--- config.mk ---
export PLATFORM = sky130hd
export DESIGN_NAME = blink_multi
export DESIGN_NICKNAME = d
export VERILOG_FILES = /design/src/rtl/blink_pkg.sv /design/src/rtl/blink_chan.sv /design/src/rtl/blink_multi.sv
export SDC_FILE = /design/constraint.sdc
export NUM_CORES = 1
export LEC_CHECK = 0
export ABC_AREA = 0
export ABC_CLOCK_PERIOD_IN_PS = 1580
export CELL_PAD_IN_SITES_DETAIL_PLACEMENT = 1
export CELL_PAD_IN_SITES_GLOBAL_PLACEMENT = 1
export CORE_UTILIZATION = 40
export DETAILED_ROUTE_END_ITERATION = 10
export PLACE_DENSITY = 0.7
export SETUP_SLACK_MARGIN = 0.15
export SLEW_MARGIN = 20
export SYNTH_ARGS = -nofsm -noshare
export SYNTH_HDL_FRONTEND = slang
export SYNTH_HIERARCHICAL = 1
export SYNTH_SLANG_ARGS = --single-unit
--- constraint.sdc ---
create_clock -name clk -period 1.58 [get_ports clk]
set_input_delay 0.158 -clock clk [delete_from_list [all_inputs] [get_ports clk]]
set_output_delay 0.158 -clock clk [all_outputs]
set_load 0.01 [all_outputs]
--- src/rtl/blink_pkg.sv ---
// rtl/blink_pkg.sv - shared types and helpers for the multi-channel blinker
//
// Contents:
//   mode_t        2-bit channel mode: OFF, ON, continuous BLINK, N-period BURST
//   starts_active whether a freshly written channel begins running its counter
package blink_pkg;

  typedef enum logic [1:0] {
    MODE_OFF   = 2'd0,
    MODE_ON    = 2'd1,
    MODE_BLINK = 2'd2,
    MODE_BURST = 2'd3
  } mode_t;

  // A BURST of zero periods never runs; it just reports done on the next edge.
  function automatic logic starts_active(input mode_t m, input logic burst_nonzero);
    return (m == MODE_BLINK) || ((m == MODE_BURST) && burst_nonzero);
  endfunction

endpackage

--- src/rtl/blink_chan.sv ---
// rtl/blink_chan.sv - one blinker channel: period/duty counter with burst tracking
//
// Ports:
//   clk, rst    rising-edge clock, synchronous active-high reset
//   we          write strobe for this channel (already decoded by the top)
//   mode_in     mode to latch on write
//   period_in   period length minus one (P)
//   duty_in     high cycles per period (D)
//   burst_in    periods to run in BURST mode (N)
//   led         registered LED output
//   flg         registered one-cycle strobe at the start of each period
//   done        registered burst-complete level
module blink_chan
  import blink_pkg::*;
#(
  parameter int CBITS = 20,
  parameter int BBITS = 4
) (
  input  logic             clk,
  input  logic             rst,
  input  logic             we,
  input  mode_t            mode_in,
  input  logic [CBITS-1:0] period_in,
  input  logic [CBITS-1:0] duty_in,
  input  logic [BBITS-1:0] burst_in,
  output logic             led,
  output logic             flg,
  output logic             done
);

  mode_t            mode;
  logic [CBITS-1:0] per;
  logic [CBITS-1:0] duty;
  logic [BBITS-1:0] rem;
  logic [CBITS-1:0] cnt;
  logic             active;

  logic             at_wrap;
  logic             last_period;

  assign at_wrap     = (cnt == per);
  assign last_period = (rem == BBITS'(1));

  always_ff @(posedge clk) begin
    if (rst) begin
      mode   <= MODE_OFF;
      per    <= '0;
      duty   <= '0;
      rem    <= '0;
      cnt    <= '0;
      active <= 1'b0;
      led    <= 1'b0;
      flg    <= 1'b0;
      done   <= 1'b0;
    end else if (we) begin
      // A write restarts the channel from a clean state; the first period
      // begins on the following edge.
      mode   <= mode_in;
      per    <= period_in;
      duty   <= duty_in;
      rem    <= burst_in;
      cnt    <= '0;
      active <= starts_active(mode_in, burst_in != '0);
      led    <= 1'b0;
      flg    <= 1'b0;
      done   <= 1'b0;
    end else begin
      unique case (mode)
        MODE_OFF: begin
          led <= 1'b0;
          flg <= 1'b0;
        end
        MODE_ON: begin
          led <= 1'b1;
          flg <= 1'b0;
        end
        MODE_BLINK, MODE_BURST: begin
          if (active) begin
            led <= (cnt < duty);
            flg <= (cnt == '0);
            cnt <= at_wrap ? '0 : cnt + CBITS'(1);
            if ((mode == MODE_BURST) && at_wrap) begin
              if (last_period) begin
                active <= 1'b0;
                done   <= 1'b1;
                rem    <= '0;
              end else begin
                rem <= rem - BBITS'(1);
              end
            end
          end else begin
            // Finished (or zero-length) burst: dark and quiet until rewritten.
            // This also covers N=0, which reports done one edge after the write.
            led <= 1'b0;
            flg <= 1'b0;
            if (mode == MODE_BURST) begin
              done <= 1'b1;
            end
          end
        end
        default: begin
          led <= 1'b0;
          flg <= 1'b0;
        end
      endcase
    end
  end

endmodule

--- src/rtl/blink_multi.sv ---
// rtl/blink_multi.sv - NCH-channel status blinker with runtime period/duty/mode
//
// Ports:
//   clk, rst    rising-edge clock, synchronous active-high reset (wins over cfg_we)
//   cfg_we      one-cycle config write strobe
//   cfg_ch      target channel; values at or above NCH are ignored
//   cfg_mode    0 OFF, 1 ON, 2 BLINK, 3 BURST
//   cfg_period  period length minus one
//   cfg_duty    high cycles per period
//   cfg_burst   number of periods in BURST mode
//   led         per-channel LED, registered
//   flg         per-channel period-start strobe, registered
//   done        per-channel burst-complete level, registered
module blink_multi
  import blink_pkg::*;
#(
  parameter int CBITS = 20,
  parameter int NCH   = 4,
  parameter int BBITS = 4,
  localparam int CHW  = (NCH > 1) ? $clog2(NCH) : 1
) (
  input  logic             clk,
  input  logic             rst,
  input  logic             cfg_we,
  input  logic [CHW-1:0]   cfg_ch,
  input  logic [1:0]       cfg_mode,
  input  logic [CBITS-1:0] cfg_period,
  input  logic [CBITS-1:0] cfg_duty,
  input  logic [BBITS-1:0] cfg_burst,
  output logic [NCH-1:0]   led,
  output logic [NCH-1:0]   flg,
  output logic [NCH-1:0]   done
);

  for (genvar i = 0; i < NCH; i++) begin : g_ch
    logic we_ch;

    // Out-of-range channel numbers match no instance and are dropped here.
    assign we_ch = cfg_we && (cfg_ch == CHW'(i));

    blink_chan #(
      .CBITS(CBITS),
      .BBITS(BBITS)
    ) u_chan (
      .clk      (clk),
      .rst      (rst),
      .we       (we_ch),
      .mode_in  (mode_t'(cfg_mode)),
      .period_in(cfg_period),
      .duty_in  (cfg_duty),
      .burst_in (cfg_burst),
      .led      (led[i]),
      .flg      (flg[i]),
      .done     (done[i])
    );
  end

endmodule

==> impl_metrics.yaml, run 1 <==
run_status:
  status: "finished, violations left"
  violated_checks: "design-rule violations, negative setup slack"
synthesis:
  avg_cell_area_syn_sq_um: 9.23
  synth_compound_area_frac: 0.0608
  synth-xor-area-share: 0.0910
  synth_fa_ha_area_frac: 0.0789
  netlist_top_cells_area: "dfxtp_1 (38%), mux2i_1 (11%), ha_1 (7.9%)"
  syn_nets: 1723
  synth-warning-count: 6
  flops_latches_synth: 280
  postSynthCellCount: 1580
  netlist_area_sq_mm: 0.0146
  synth-main-ff-cell: "dfxtp_1"
  netlist.area_leader.share: 0.384
  post_synth_and_or_nand_nor_area_fraction: 0.218
  main_combinational_cell_family_by_area_after_synthesis: "simple AND/OR/NAND/NOR gates"
  yosysUniqueCellTypes: 51
  synth.mux.area_fraction: 0.113
  synth-seq-area-share: 0.384
  synth_async_sr_flop_share: 0
  yosys.area.top_type: "dfxtp_1"
  synth-edff-count: 0
floorplan:
  io_pins: 63
  initial_core_util: 0.408
  chipHeight_microns: 193
  die_x_microns: 193
  rows: 69
  core_area_sq_mm: 0.0357
  die_area_sq_mm: 0.0372
timing:
  final-max-slew-violation-count: 0
  worst_pin_slew_ps: 617
  final-hold-violation-count: 0
  final.min_clock_period_ps: 1840
  clock.fmax_mhz: 542
  final.setup.worst_slack_ps: -265
  final_period_utilization: 1.17
  max-slew-margin-rel: 0.588
  report.final.setup_viol: 104
  rsz_0062_raised_after_global_routing: "yes"
  worst_setup_skew_after_layout_ps: 18.7
worst_setup_path:
  critPathMaxStageDelay_ps: 350
  slowest_library_cell_on_the_worst_path: "dfxtp_4"
  worstPathCellList: "buf_6, xnor2_2, nand4_1, nor2_2, and2_4, a21o_4, clkbuf_16, nor2_4"
  crit_path_kind: "reg -> reg"
  critical_path.startpoint_type: "register"
  critical_path_peak_fanout: 8
  crit_path_required_time_ps: 1980
  worst_r2r_path_depth: 8
  cp.arrival_ps: 2240
  crit_path_end_kind: "register"
cts:
  cts_buffer_depth: 3
  cts-buffers-inserted: 34
  insertion_delay_ps: 530
  cts.reportedPaths.clkPinSlew_ps: 60
  clockRootBuffer: "clkbuf_16"
  clock_tree.htree_level_count: 2
  tritoncts: "built"
  clock_sinks: 280
final_layout:
  final_area_sq_mm: 0.0207
  antenna_cells: 0
  num-fill-cells: 3925
  final_cell_count_no_fill: 2384
  areaGrowthSynthToFinish_pct: 42.1
  drive_above_1_share: 0.365
  nets: 2043
global_route:
  grt_max_degree: 92
  grt_antenna_before_repair: 0
  gr-usage-all-layers: 0.278
  global_route_wire_length_before_repair_microns: 78200
  first_global_vias: 13900
  gr-total-overflow: 0
power:
  power.ir.vdd_worst_mv: 0.739
  p_leak_nw: 7.95
  pwr_density_cell_mw_per_mm2: 842
flow_run:
  max_cap_viol_count: 0
detailed_routing:
  vias: 13000
  drt.antenna.violating_nets: 0
  drt_pre_antenna_iters: 8
  finalWirelength_microns: 55200
  remaining_drc_errors: 7
  drc_violation_total_after_the_first_tritonroute_iteration: 694
  routed_via_density: 5.44
  route.detailed.wl_per_inst_microns: 23.1
place:
  pre_cts_ws_ps: -548
  buffer_ports.inserted: 62
  placed_instance_area_sq_mm: 0.0176
  detailed_place_hpwl_microns: 35300
  dpl.cell_count: 2283
  last_weighted_congestion_value_of_the_routability_driven_placer: 0.803
hold_path:
  timing.hold.worst.class: "in -> reg"
  hold-path-cell-count: 4
[registers in the layout (all words and copies together) (netlist names)]
| register | count |
|---|---|
| g_ch.u_chan/cnt | 80 |
| g_ch.u_chan/duty | 80 |
| g_ch.u_chan/per | 80 |
| g_ch.u_chan/rem | 16 |
| g_ch.u_chan/mode | 8 |
| g_ch.u_chan/active | 4 |
| g_ch.u_chan/done | 4 |
| g_ch.u_chan/flg | 4 |
| g_ch.u_chan/led | 4 |
[cell families (layout without fill, tap and decap cells)]
kind of cell,after synthesis,count (layout)
xor gates and xnor gates,148,148
AOI/OAI and AO/OA,128,128
DFF,280,280
muxes,164,164
buffers and inverters,164,507
adders and majority gates,92,92
and+or+nand+nor,604,604
[worst max-delay path, delay by kind of cell (launching register included)]
| kind | cells | cell delay (ps) |
|---|---|---|
| and+or+nand+nor | 4 | 600 |
| DFF | 1 | 350 |
| buffers and inverters | 2 | 330 |
| xor gates and xnor gates | 1 | 250 |
| AOI/OAI and AO/OA | 1 | 180 |
[placed cells by master, fill, tap and decap left out, types with 20 or more instances in the layout]
cell / synthesis / final
nand4_1: 56 / 56
nand2b_1: 20 / 20
xor2_1: 56 / 45
clkdlybuf4s50_1: 0 / 49
xnor2_1: 88 / 55
clkbuf_16: 0 / 41
ha_4: 0 / 30
a21oi_1: 36 / 20
dfxtp_2: 0 / 63
mux2i_1: 164 / 164
nor2_1: 244 / 208
dfxtp_1: 280 / 185
nand3_1: 52 / 37
buf_6: 8 / 35
dfxtp_4: 0 / 32
xnor2_2: 4 / 36
nand2_1: 80 / 76
nor4_1: 20 / 20
nor2_4: 36 / 58
ha_1: 92 / 59
inv_1: 96 / 90
buf_4: 4 / 231
a21o_1: 24 / 20
[area by class of cell]
cell class,instances,area (sq um),share of cell area
Tap cell,461,577,0.0278
Clock buffer,52,1030,0.0498
Inverter,96,360,0.0174
Multi-Input combinational cell,1136,9600,0.463
Timing Repair Buffer,352,3280,0.159
Clock inverter,7,66.3,0.00320
Sequential cell,280,5800,0.280
[per-stage QoR]
step	TNS (ps)	hold slack, ps	power, mW	util
6_report	-19950	115	17.4	0.580
3_5_place_dp	-66410	465	9.25	0.491
4_1_cts	-12440	-63.8	17.3	0.552
2_1_floorplan	0	284	8.39	-
3_3_place_gp	-58010	456	9.19	0.491
5_1_grt	-24760	105	18.0	0.580
[final timing paths]
| path | from | end | slack (ps) |
|---|---|---|---|
| worst min-delay path | rst | g_ch[0].u_chan/led | 110 |
| worst min register to register | g_ch[0].u_chan/duty[8] | g_ch[0].u_chan/duty[8] | 490 |
| worst max-delay path | g_ch[3].u_chan/cnt[11] | g_ch[3].u_chan/cnt[10] | -260 |
| worst max register to register | g_ch[3].u_chan/cnt[11] | g_ch[3].u_chan/cnt[10] | -260 |
[Yosys cell counts, types with 12 or more instances]
library cell and count:
inv_1 96, nor3_1 16, nand3_1 52, xor2_1 56, nand2b_1 20, mux2i_1 164, a21oi_1 36, buf_2 24
nor4_1 20, a21o_1 24, nand2_1 80, nor2_4 36, and2_1 12, or3_1 12, ha_1 92, dfxtp_1 280
and3_1 16, clkbuf_1 28, xnor2_1 88, nand4_1 56, nor2_1 244
[routing by layer]
metal / track usage / vias to the layer above / part of all wire
met5: 0 / - / 0
met4: 0.0992 / 0 / 0.035
met3: 0.0351 / 116 / 0.048
met2: 0.494 / 328 / 0.50
met1: 0.344 / 6502 / 0.41
li1: - / 6030 / -
[where the power goes]
part,switching (mW),internal [mW]
Combinational,1.22,1.07
Clock,3.18,4.66
Sequential,0.139,7.18
Total,4.54,12.9
[repair_timing]
action                                  4_1_cts  5_1_grt
gates cloned                                  5        5
endpoints found under the setup margin      126      118
pin swaps                                    91       94
setup buffers                                20       11
gates resized for setup                     187      162
endpoints found under the hold margin         8        8
No activity file was read; power rests on OpenSTA's default activity.
==> inputs of run 2 (changes only) <==
Settings changed: MAX_ROUTING_LAYER set to met4, PLACE_DENSITY 0.7 to 0.72, SYNTH_HIERARCHICAL 1 to unset.
==> run 2 against run 1 <==
Effect of this change:
- the run ends with negative setup slack left
- combinational power down 7%
- critical path depth shrank 1
- via count grew 6.3%
- critical path type unchanged
- register-to-register slack got worse by 180 ps
- sequential share of layout area grew 0.78 points
==> impl_metrics.yaml, run 2 <==
floorplan:
  die_area_sq_mm: 0.0356
  core_area_sq_mm: 0.0345
  initial_core_util: 0.405
  io_pins: 63
  rows: 68
  chipHeight_microns: 189
  die_x_microns: 189
final_layout:
  nets: 2172
  final_common_cell: "nand2_1"
  sequential_cell_area_sq_mm: 0.00573
  drive_above_1_share: 0.298
  most-common-layout-cells: "nand2_1 (383), buf_4 (207), dfxtp_1 (204)"
  multiInputGateArea_sq_mm: 0.00886
  areaGrowthSynthToFinish_pct: 42.7
  final_area_sq_mm: 0.0199
  largest_registers: "g_ch.u_chan.cnt x80, g_ch.u_chan.duty x80, g_ch.u_chan.per x80"
  num-fill-cells: 3930
detailed_routing:
  drt_pre_antenna_iters: 5
  drc_violation_total_after_the_first_tritonroute_iteration: 716
  maxUsedRoutingLayer: "met4"
  remaining_drc_errors: 0
  vias: 13800
  met2_length_microns: 27700
  routed_via_density: 5.50
  wl_met1_microns: 23200
  route.detailed.wl_per_inst_microns: 22.2
  met3WireLength_microns: 2300
  drt.antenna.violating_nets: 0
  finalWirelength_microns: 55800
worst_setup_path:
  r2r_setup_slack_ps: -450
  reg2reg_from: "g_ch[0].u_chan.per[9]"
  worst_r2r_path_depth: 7
  slowest_library_cell_on_the_worst_path: "or4_4"
  crit_path_end_kind: "register"
  critical_path.startpoint_type: "register"
  crit_path_required_time_ps: 2030
  critical_path.reg2reg.endpoint: "g_ch[0].u_chan.rem[1]"
  cp.arrival_ps: 2480
  critical_path_peak_fanout: 3
  crit_path_kind: "reg -> reg"
  worstPathCellList: "xor2_1, nor4_2, buf_4, nand3_4, or3_4, or4_4, o211ai_2"
  critPathMaxStageDelay_ps: 420
place:
  pre_cts_ws_ps: -567
  buffer_ports.inserted: 62
  placed_instance_area_sq_mm: 0.0168
  detailed_place_hpwl_microns: 35400
  last_weighted_congestion_value_of_the_routability_driven_placer: 0.847
timing:
  final_period_utilization: 1.28
  rsz_0062_raised_after_global_routing: "yes"
  final-hold-violation-count: 0
  fin_tns_setup_ps: -27470
  final.min_clock_period_ps: 2030
  worst_setup_skew_after_layout_ps: 12.3
  report.final.setup_viol: 108
  final.setup.worst_slack_ps: -446
  max-slew-margin-rel: 0.603
  clock.fmax_mhz: 494
  worst_pin_slew_ps: 594
  final-max-slew-violation-count: 0
cts:
  cts-buffers-inserted: 34
  clock_tree.htree_level_count: 2
  insertion_delay_ps: 520
  cts_buffer_depth: 3
  tritoncts: "built"
  clockRootBuffer: "clkbuf_16"
  clock_sinks: 280
  cts.reportedPaths.clkPinSlew_ps: 60
synthesis:
  synth-seq-area-share: 0.402
  synth-edff-count: 0
  syn_nets: 1893
  avg_cell_area_syn_sq_um: 7.97
  flops_latches_synth: 280
  synth_fa_ha_area_frac: 0.0825
  post-synth-top-count-cell: "nand2_1"
  synth_async_sr_flop_share: 0
  synth-main-ff-cell: "dfxtp_1"
  main_combinational_cell_family_by_area_after_synthesis: "simple AND/OR/NAND/NOR gates"
  netlist.area_leader.share: 0.402
  synth_compound_area_frac: 0.119
  yosys.area.top_type: "dfxtp_1"
  yosysUniqueCellTypes: 58
  synth-xor-area-share: 0.0997
  synth.mux.area_fraction: 0.00502
  synth-warning-count: 0
  synthTopCellsByCount: "nand2_1 (389), dfxtp_1 (280), a21oi_1 (198), nor2_1 (122), inv_1 (99)"
  netlist_top_cells_area: "dfxtp_1 (40%), nand2_1 (10%), ha_1 (8.3%)"
  netlist_area_sq_mm: 0.0140
  postSynthCellCount: 1750
  post_synth_and_or_nand_nor_area_fraction: 0.234
global_route:
  first_global_vias: 14500
  grt_antenna_before_repair: 0
  gr-total-overflow: 0
  grt_max_degree: 60
  gr-usage-all-layers: 0.309
  global_route_wire_length_before_repair_microns: 82400
flow_run:
  max_cap_viol_count: 0
hold_path:
  hold-path-cell-count: 3
  timing.hold.worst.class: "in -> reg"
  destination_of_the_worst_hold_path: "g_ch[3].u_chan.per[18]"
  min_from: "cfg_period[18]"
run_status:
  status: "finished, violations left"
  violated_checks: "negative setup slack"
power:
  p_leak_nw: 7.83
  power.ir.vdd_worst_mv: 0.784
  pwr_density_cell_mw_per_mm2: 891
  finalPower_mw: 17.7
-- run 2: changes by cell type after synthesis, sizes merged, moves of 9 or more --
cell,before,now
mux2i,164,7
xor2,56,68
nor2,284,123
a21oi,36,198
buf,40,25
nand2b,20,3
clkbuf,28,73
nand2,80,389
a21o,24,33
-- run 2: worst max path at each step --
| stage | from | endpoint | slack, ps | cells past startpoint |
|---|---|---|---|---|
| finish | g_ch[0].u_chan.per[9] | g_ch[0].u_chan.rem[1] | -450 | 7 |
| global route | g_ch[0].u_chan.per[9] | g_ch[0].u_chan.rem[1] | -460 | 7 |
| CTS | g_ch[0].u_chan.cnt[4] | g_ch[0].u_chan.rem[1] | -460 | 7 |
| detailed placement | g_ch[0].u_chan.per[9] | g_ch[0].u_chan.rem[1] | -570 | 7 |
| global placement | g_ch[0].u_chan.per[9] | g_ch[0].u_chan.rem[1] | -540 | 7 |
| floorplan | g_ch[0].u_chan.cnt[9] | g_ch[0].u_chan.rem[1] | -220 | 6 |
-- run 2: worst max-delay path, delay by kind of cell, from the launching register on --
family | cells | cell delay (ps)
AOI/OAI and AO/OA | 1 | 70
xor gates and xnor gates | 1 | 160
buffers and inverters | 1 | 180
DFF | 1 | 320
and+or+nand+nor | 4 | 1220
-- run 2: layer usage --
metal  track usage  vias up
li1              -     6402
met1         0.369     6887
met2         0.520      364
met3        0.0354      144
met4         0.144        0
met5             -        -
-- run 2: timing repair --
item	in CTS	in global routing
cloned	8	1
hold buffers	1	0
endpoints found under the setup margin	123	112
setup buffers	28	13
gates resized for setup	204	128
pin swaps	76	60
endpoints found under the hold margin	9	0
-- run 2: cell families after synthesis --
logic type      Yosys count
simple gates            724
compound gates          292
flops                   280
buf+inv                 197
xor+xnor                158
fa+ha+maj                92
mux                       7
-- run 2: cell type report --
| class | count | area share |
|---|---|---|
| multi-input combinational | 1273 | 0.445 |
| clock buffer | 50 | 0.0525 |
| clock inverter | 10 | 0.00629 |
| antenna | 1 | 0.000126 |
| timing repair buffer | 341 | 0.161 |
| sequential | 280 | 0.288 |
| inverter | 99 | 0.0188 |
| tap | 455 | 0.0286 |
-- run 2: power breakdown --
group | switching [mW] | internal [mW] | total (mW) | leakage [nW]
clock network | 3.21 | 5.07 | 8.28 | 0.583
logic | 1.21 | 0.917 | 2.13 | 4.93
registers | 0.126 | 7.21 | 7.33 | 2.31
total | 4.54 | 13.2 | 17.7 | 7.83
-- run 2: per-stage QoR --
| stage | hold WS [ps] | instances | utilization |
|---|---|---|---|
| floorplan | 286 | 1750 | - |
| global placement | 441 | 2397 | 0.487 |
| detailed placement | 451 | 2397 | 0.487 |
| CTS | 346 | 2494 | 0.558 |
| global route | 387 | 2508 | 0.578 |
| finish | 381 | 2509 | 0.578 |
==> inputs of run 3 (changes only) <==
Settings changed: HOLD_SLACK_MARGIN set to 0.02.
==> results of run 3 <==
No change in the layout: final DEF, timing and power equal those of run 2.
